**src/rtl/main_fifo_ctrl_if.sv**
```systemverilog
// main_fifo_ctrl_if: control/status bundle between the FIFO controller and the FIFO subsystem.
interface main_fifo_ctrl_if #(
  parameter int N_VC     = 4,
  parameter int UMBRAL_W = 4,
  parameter int CNT_W    = 16
);
  logic                init;
  logic [UMBRAL_W-1:0] umbral_main_in;
  logic [UMBRAL_W-1:0] umbral_vc_in;
  logic                main_empty;
  logic                main_error;
  logic [N_VC-1:0]     vc_empty;
  logic [N_VC-1:0]     vc_almost_full;
  logic [N_VC-1:0]     vc_error;
  logic                fifo_init;
  logic [UMBRAL_W-1:0] umbral_main;
  logic [UMBRAL_W-1:0] umbral_vc;
  logic                main_rd_enable;
  logic                idle;
  logic                active;
  logic                error;
  logic [4:0]          state;
  logic [CNT_W-1:0]    pop_count;
  modport master (
    input  init, umbral_main_in, umbral_vc_in, main_empty, main_error, vc_empty, vc_almost_full, vc_error,
    output fifo_init, umbral_main, umbral_vc, main_rd_enable, idle, active, error, state, pop_count
  );
  modport slave (
    output init, umbral_main_in, umbral_vc_in, main_empty, main_error, vc_empty, vc_almost_full, vc_error,
    input  fifo_init, umbral_main, umbral_vc, main_rd_enable, idle, active, error, state, pop_count
  );
endinterface

```
**src/rtl/main_fifo_ctrl.sv**
```systemverilog
// main_fifo_ctrl: sequences init of the main/VC FIFO path, owns thresholds, gates main-FIFO pops.
module main_fifo_ctrl #(
  parameter int N_VC     = 4,
  parameter int UMBRAL_W = 4,
  parameter int CNT_W    = 16
) (
  input logic              clk,
  input logic              reset,
  main_fifo_ctrl_if.master bus
);
  typedef enum logic [4:0] {
    S_RESET  = 5'b00001,
    S_INIT   = 5'b00010,
    S_IDLE   = 5'b00100,
    S_ACTIVE = 5'b01000,
    S_ERROR  = 5'b10000
  } state_t;
  state_t              r_state;
  logic [UMBRAL_W-1:0] r_umbral_main;
  logic [UMBRAL_W-1:0] r_umbral_vc;
  logic [CNT_W-1:0]    r_pop_count;
  logic                w_any_err;
  logic                w_all_empty;
  logic                w_rd_en;
  assign w_any_err   = bus.main_error | (|bus.vc_error);
  assign w_all_empty = bus.main_empty & (&bus.vc_empty);
  // Pops stop the same cycle any VC nears full, so nothing is popped into a full VC.
  assign w_rd_en     = (r_state == S_ACTIVE) & ~bus.main_empty & ~(|bus.vc_almost_full);
  always_ff @(posedge clk or negedge reset) begin
    if (!reset) begin
      r_state       <= S_RESET;
      r_umbral_main <= '0;
      r_umbral_vc   <= '0;
      r_pop_count   <= '0;
    end else begin
      case (r_state)
        S_RESET:  r_state <= S_INIT;
        S_INIT:   r_state <= bus.init ? S_INIT : S_IDLE;
        S_IDLE, S_ACTIVE:
          r_state <= w_any_err ? S_ERROR : bus.init ? S_INIT : w_all_empty ? S_IDLE : S_ACTIVE;
        S_ERROR:  r_state <= bus.init ? S_INIT : S_ERROR;
        default:  r_state <= S_RESET;
      endcase
      if (r_state == S_INIT) begin
        r_umbral_main <= bus.umbral_main_in;
        r_umbral_vc   <= bus.umbral_vc_in;
      end
      r_pop_count <= (r_state == S_INIT) ? '0 :
                     (w_rd_en && r_pop_count != '1) ? r_pop_count + CNT_W'(1) : r_pop_count;
    end
  end
  assign bus.state          = r_state;
  assign bus.umbral_main    = r_umbral_main;
  assign bus.umbral_vc      = r_umbral_vc;
  assign bus.pop_count      = r_pop_count;
  assign bus.main_rd_enable = w_rd_en;
  assign bus.fifo_init      = (r_state == S_IDLE) | (r_state == S_ACTIVE) | (r_state == S_ERROR);
  assign bus.idle           = r_state == S_IDLE;
  assign bus.active         = r_state == S_ACTIVE;
  assign bus.error          = r_state == S_ERROR;
endmodule

```
**src/flat_wrapper.sv**
```systemverilog
// flat-port wrapper written by rule: the top's interface ports become plain ports
module main_fifo_ctrl_flat 
#(
  parameter int N_VC     = 4,
  parameter int UMBRAL_W = 4,
  parameter int CNT_W    = 16
)
  (clk, reset, bus_init, bus_umbral_main_in, bus_umbral_vc_in, bus_main_empty, bus_main_error, bus_vc_empty, bus_vc_almost_full, bus_vc_error, bus_fifo_init, bus_umbral_main, bus_umbral_vc, bus_main_rd_enable, bus_idle, bus_active, bus_error, bus_state, bus_pop_count);
  main_fifo_ctrl_if #(.N_VC(N_VC), .UMBRAL_W(UMBRAL_W), .CNT_W(CNT_W)) bus_i ();
  input logic clk;
  input logic reset;
  input wire logic [$bits(bus_i.init)-1:0] bus_init;
  input wire logic [$bits(bus_i.umbral_main_in)-1:0] bus_umbral_main_in;
  input wire logic [$bits(bus_i.umbral_vc_in)-1:0] bus_umbral_vc_in;
  input wire logic [$bits(bus_i.main_empty)-1:0] bus_main_empty;
  input wire logic [$bits(bus_i.main_error)-1:0] bus_main_error;
  input wire logic [$bits(bus_i.vc_empty)-1:0] bus_vc_empty;
  input wire logic [$bits(bus_i.vc_almost_full)-1:0] bus_vc_almost_full;
  input wire logic [$bits(bus_i.vc_error)-1:0] bus_vc_error;
  output wire logic [$bits(bus_i.fifo_init)-1:0] bus_fifo_init;
  output wire logic [$bits(bus_i.umbral_main)-1:0] bus_umbral_main;
  output wire logic [$bits(bus_i.umbral_vc)-1:0] bus_umbral_vc;
  output wire logic [$bits(bus_i.main_rd_enable)-1:0] bus_main_rd_enable;
  output wire logic [$bits(bus_i.idle)-1:0] bus_idle;
  output wire logic [$bits(bus_i.active)-1:0] bus_active;
  output wire logic [$bits(bus_i.error)-1:0] bus_error;
  output wire logic [$bits(bus_i.state)-1:0] bus_state;
  output wire logic [$bits(bus_i.pop_count)-1:0] bus_pop_count;
  assign bus_i.init = bus_init;
  assign bus_i.umbral_main_in = bus_umbral_main_in;
  assign bus_i.umbral_vc_in = bus_umbral_vc_in;
  assign bus_i.main_empty = bus_main_empty;
  assign bus_i.main_error = bus_main_error;
  assign bus_i.vc_empty = bus_vc_empty;
  assign bus_i.vc_almost_full = bus_vc_almost_full;
  assign bus_i.vc_error = bus_vc_error;
  assign bus_fifo_init = bus_i.fifo_init;
  assign bus_umbral_main = bus_i.umbral_main;
  assign bus_umbral_vc = bus_i.umbral_vc;
  assign bus_main_rd_enable = bus_i.main_rd_enable;
  assign bus_idle = bus_i.idle;
  assign bus_active = bus_i.active;
  assign bus_error = bus_i.error;
  assign bus_state = bus_i.state;
  assign bus_pop_count = bus_i.pop_count;
  main_fifo_ctrl #(.N_VC(N_VC), .UMBRAL_W(UMBRAL_W), .CNT_W(CNT_W)) u_core (.clk(clk), .reset(reset), .bus(bus_i));
endmodule
```
**config.mk**
```make
export PLATFORM = sky130hd
export DESIGN_NAME = main_fifo_ctrl_flat
export DESIGN_NICKNAME = d
export VERILOG_FILES = /design/src/rtl/main_fifo_ctrl_if.sv /design/src/rtl/main_fifo_ctrl.sv /design/src/flat_wrapper.sv
export SDC_FILE = /design/constraint.sdc
export NUM_CORES = 1
export LEC_CHECK = 0
export CAP_MARGIN = 40
export CORE_MARGIN = 3
export CORE_UTILIZATION = 45
export DETAILED_ROUTE_END_ITERATION = 16
export HOLD_SLACK_MARGIN = 0.02
export MAX_ROUTING_LAYER = met4
export PLACE_DENSITY = 0.89
export SLEW_MARGIN = 40
export SYNTH_ARGS = -nofsm -noshare
export SYNTH_HDL_FRONTEND = slang
export SYNTH_SLANG_ARGS = --single-unit
```
**constraint.sdc**
```tcl
create_clock -name clk -period 4.3 [get_ports clk]
set_input_delay 0.86 -clock clk [delete_from_list [all_inputs] [get_ports clk]]
set_output_delay 0.86 -clock clk [all_outputs]
set_load 0.02 [all_outputs]
```
Word-level counts from Yosys, hierarchy flattened
Index checks and enable logic that the tools add are counted.
{ "word_totals": {"in_bits": 25, "latchBits": 0, "elab_cells": 33, "rom_bits": 0, "mem_count": 0, "out_inout_bits": 34, "ram_bits": 0, "ff_bits": 29} }
{ "classes": {"n_mux": 8, "n_eq_ne": 6, "shift": 0, "add_sub_neg": 1, "multipliers": 0, "reduce_logical": 6, "n_bitwise": 8, "n_div": 0, "order_cmp": 0} }
{ "op_table": {"columns": ["operator", "count"], "rows": [
  ["two-way mux 16 bit", 2],
  ["one-hot mux 5 bit (4 select lines)", 1],
  ["adder 16 x 1 -> 16 bit (second input constant)", 1],
  ["inequality test 16 bit (second input constant)", 1],
  ["two-way mux 5 bit", 3],
  ["OR reduction 4 bit", 2],
  ["equality test 5 x 1 -> 1 bit (second input constant)", 1],
  ["equality test 5 x 2 -> 1 bit (second input constant)", 1],
  ["equality test 5 x 3 -> 1 bit (second input constant)", 1],
  ["equality test 5 x 4 -> 1 bit (second input constant)", 1],
  ["equality test 5 bit (second input constant)", 1],
  ["two-way mux 4 bit", 1],
  ["AND reduction 4 bit", 1],
  ["AND 1 bit", 3],
  ["two-way mux 3 bit", 1],
  ["bitwise OR 1 bit", 3],
  ["inverter 1 bit", 2],
  ["nonzero test 2 bit", 1],
  ["OR reduction 2 bit", 1],
  ["logical AND 1 bit", 1]
]} }

Logic depth before layout (Yosys ltp)
{ "logic_depth": {"word_depth": 6, "ltp_mapped": 8, "mapped_depth_nobuf": 6} }

Worst setup path before layout
Ideal clock, no wire load.
{ "synth_timing": {"path_type": "input port to output port", "start": "input port bus_main_empty", "end": "output port bus_main_rd_enable", "arrival_time_ns": 1.980, "path_buffers": 0, "slack_ns": 1.460, "required_time_ns": 3.440, "cell_stages": 3, "path_cell_list": "or4_1 -> or4_4 -> inv_1"} }
{ "synth_via": {"elab_chain_cells": 3} }
{ "synth_rtl": {"columns": ["element", "line", "text"], "rows": [
  ["start: declaration", "flat_wrapper.sv:15", "input wire logic [$bits(bus_i.main_empty)-1:0] bus_main_empty;"],
  ["inverter 1 bit", "main_fifo_ctrl.sv:28", "assign w_rd_en = (r_state == S_ACTIVE) & ~bus.main_empty & ~(|bus.vc_almost_full);"],
  ["AND 1 bit (2 in a row)", "main_fifo_ctrl.sv:28", null],
  ["end: declaration", "flat_wrapper.sv:23", "output wire logic [$bits(bus_i.main_rd_enable)-1:0] bus_main_rd_enable;"]
]} }
Every way passes these cells.

Final worst setup path
Same ends and word-level chain as after synthesis.

==> impl_metrics.csv <==
group,metric,value,unit
placement,globalplace.congestion,0.8443,
critical_path,cp.required,3.44,ns
synth,synth_warnings,0,
synth,synthCells,173,
sta,setup_viol,0,
cells_and_area,drive_above_1_share,0.06438,
cts,cts_tree,"done",
synth,synth-seq-area-share,0.4720,
cts,clock_latency,0.32,ns
floorplan,initial_core_util,0.4885,
routing,via_per_inst,5.433,
floorplan,dieHeight,64.51,um
floorplan,rows,20,
synth,synth_top_flop_cell,"dfrtp_1",
run_status,status,"finished clean",
sta,fmax,262.2,MHz
global_route,gr-total-overflow,0,
placement,io_buffers,58,
routing,antenna_left,0,
synth,synth_cell_types,39,
sta,setup_tns,0,ns
global_route,grt_pass1_vias,1493,
power_and_ir_drop,p_leak,0.0009392,uW
floorplan,coreArea,0.003153,mm^2
sta,worstMarginPinSlew,0.5626,ns
cts,numCtsBuffers,5,
routing,num_vias,1505,
synth,netlist_area,0.001540,mm^2
floorplan,die_area,0.004161,mm^2
cts,ctsHoldBuffers,0,
cts,cts-root-buf,"clkbuf_4",
synth,synthesis.nets,199,
synth,synth_edf_count,0,
routing,post_drt_wl_per_cell,13.42,um
sta,whs,0.4766,ns
cts,cts_max_level,2,
cts,cts_buffer_depth,2,
global_route,grt_max_degree,30,
routing,wl,3.718,mm
cells_and_area,final_cell_mix,"clkdlybuf4s50_1, nand2_1, dfrtp_1",
routing,drtPass1Iterations,4,
cells_and_area,seq_area,726.9,um^2
placement,hpwl,2.703,mm
critical_path,cp.arrival,2.95,ns
sta,fin_crit_sh,0.8868,
sta,rsz0062_at_grt,"no",
global_route,grt_pass1_wl,6.354,mm
critical_path,crit_path_end_kind,"output port",
hold_path,hp-class,"flop to flop",
cells_and_area,mostFrequentLayoutCell,"clkdlybuf4s50_1",
floorplan,io_pins,59,
sta,finalMaxSlewViolations,0,
cts,cts.clk_slew.worst_paths,0.08,ns
cells_and_area,diodes,0,
sta,hold_viol,0,
routing,drt_iter0_markers,62,
sta,period_minus_slack,3.813,ns
critical_path,path_class,"input pin to output port",
global_route,grt_usage,0.2022,
cells_and_area,areaGrowthSynthToFinish,42.81,%
synth,ys_ff_latch,29,
critical_path,cp_max_fo,6,
power_and_ir_drop,p_per_area,418.5,mW/mm^2
synth,async_flop_share,1.000,
critical_path,critical_path.startpoint_type,"input pin",
routing,drcViolationCount,0,
cts,post_cts_resized,0,
cells_and_area,multiInputGateArea,748.2,um^2
synth,avgSynthCellArea,8.903,um^2
floorplan,chipWidth,64.51,um
job,cap_violations,0,
sta,fin_worst_skew,0.004789,ns
global_route,antenna_found_initial,0,
cts,post_cts_buffers,0,
cells_and_area,fill_cells,263,
cells_and_area,fin_nets,259,
cts,cts.sinks,29,
power_and_ir_drop,ir_worst_vdd,294.2,uV
sta,max_slew_margin,0.6238,
[Yosys cell counts (all sizes together) (2+ instances only)]
library cell,instances,area (um^2)
nor4,3,18.77
xor2,3,26.28
nand2,37,138.9
o21ai,11,55.05
xnor2,3,26.28
nand3,11,55.05
clkbuf,3,11.26
nand3b,2,15.01
nor2,9,33.78
nor3,3,15.01
or2,2,12.51
buf,3,27.52
nor3b,3,22.52
inv,7,26.28
a21o,2,15.01
or3,8,50.05
nand4,3,18.77
and3,2,12.51
dfrtp,28,700.7
or4,5,41.29
a21oi,8,40.04
a211o,2,17.52
[metal layers]
layer | share of wire | track usage
met1 | 0.46 | 0.2423
met2 | 0.46 | 0.3170
met3 | 0.068 | 0.05199
met4 | 0.012 | 0.1003
met5 | 0 | -
[final timing paths]
| path | from | endpoint | slack (ns) | cells past startpoint |
|---|---|---|---|---|
| setup / recovery | bus_main_empty | bus_main_rd_enable | 0.49 | 5 |
| min in group asynchronous | reset | u_core.bus.pop_count[3]$_DFFE_PN0P_ | 0.90 | 2 |
| setup reg to reg | u_core.bus.state[1]$_DFF_PN0_ | u_core.bus.pop_count[9]$_DFFE_PN0P_ | 1.84 | 5 |
| hold / removal | u_core.bus.umbral_main[2]$_DFFE_PN0N_ | u_core.bus.umbral_main[2]$_DFFE_PN0N_ | 0.48 | 2 |
| hold reg to reg | u_core.bus.umbral_main[2]$_DFFE_PN0N_ | u_core.bus.umbral_main[2]$_DFFE_PN0N_ | 0.48 | 2 |
| max in group asynchronous | reset | u_core.bus.state[0]$_DFF_PN1_ | 3.09 | 2 |
[cell families (layout without fill, tap and decap cells)]
family / after synthesis / after routing / share of synthesized area
flops: 29 / 29 / 0.4720
fa+ha+maj: 1 / 1 / 0.008122
simple gates: 93 / 93 / 0.3095
buf+inv: 13 / 73 / 0.04224
mux: 1 / 1 / 0.006499
compound gates: 30 / 30 / 0.1275
xor+xnor: 6 / 6 / 0.03412
[critical path, stage by stage]
cell             delay (ns)
clkdlybuf4s50_1        0.42
or4_1                  0.52
or4_4                  0.47
inv_1                  0.08
clkdlybuf4s50_1        0.59
[cell type report]
| type | count | share of cell area |
|---|---|---|
| Clock buffer | 7 | 0.02503 |
| Multi-Input combinational cell | 131 | 0.3402 |
| Tap cell | 44 | 0.02503 |
| Inverter | 7 | 0.01195 |
| Sequential cell | 29 | 0.3305 |
| Timing Repair Buffer | 59 | 0.2673 |
[flip-flops by register name, summed over array words and instances, names as in the netlist]
name / flops
u_core.bus.umbral_main: 4
u_core.bus.pop_count: 16
u_core.bus.state: 5
u_core.bus.umbral_vc: 4
[power by group]
group	switching, uW	internal [uW]	total [uW]
clock network	90.9	77.1	168
logic	213	166	379
registers	44.8	329	374
total	348	572	921
[through the flow]
step	instance area, um^2	setup slack, ns	cells	total power [uW]	utilization
finish	2200	0.4866	277	920.5	0.6976
global route	2200	0.4284	277	985.4	0.6976
CTS	2200	0.4703	277	928.4	0.6976
detailed placement	2145	0.4801	270	758.5	0.6802
global placement	2145	0.4927	270	753.2	0.6802
floorplan	1540	1.460	173	594.3	-
Power figures use the tool's default switching activity.
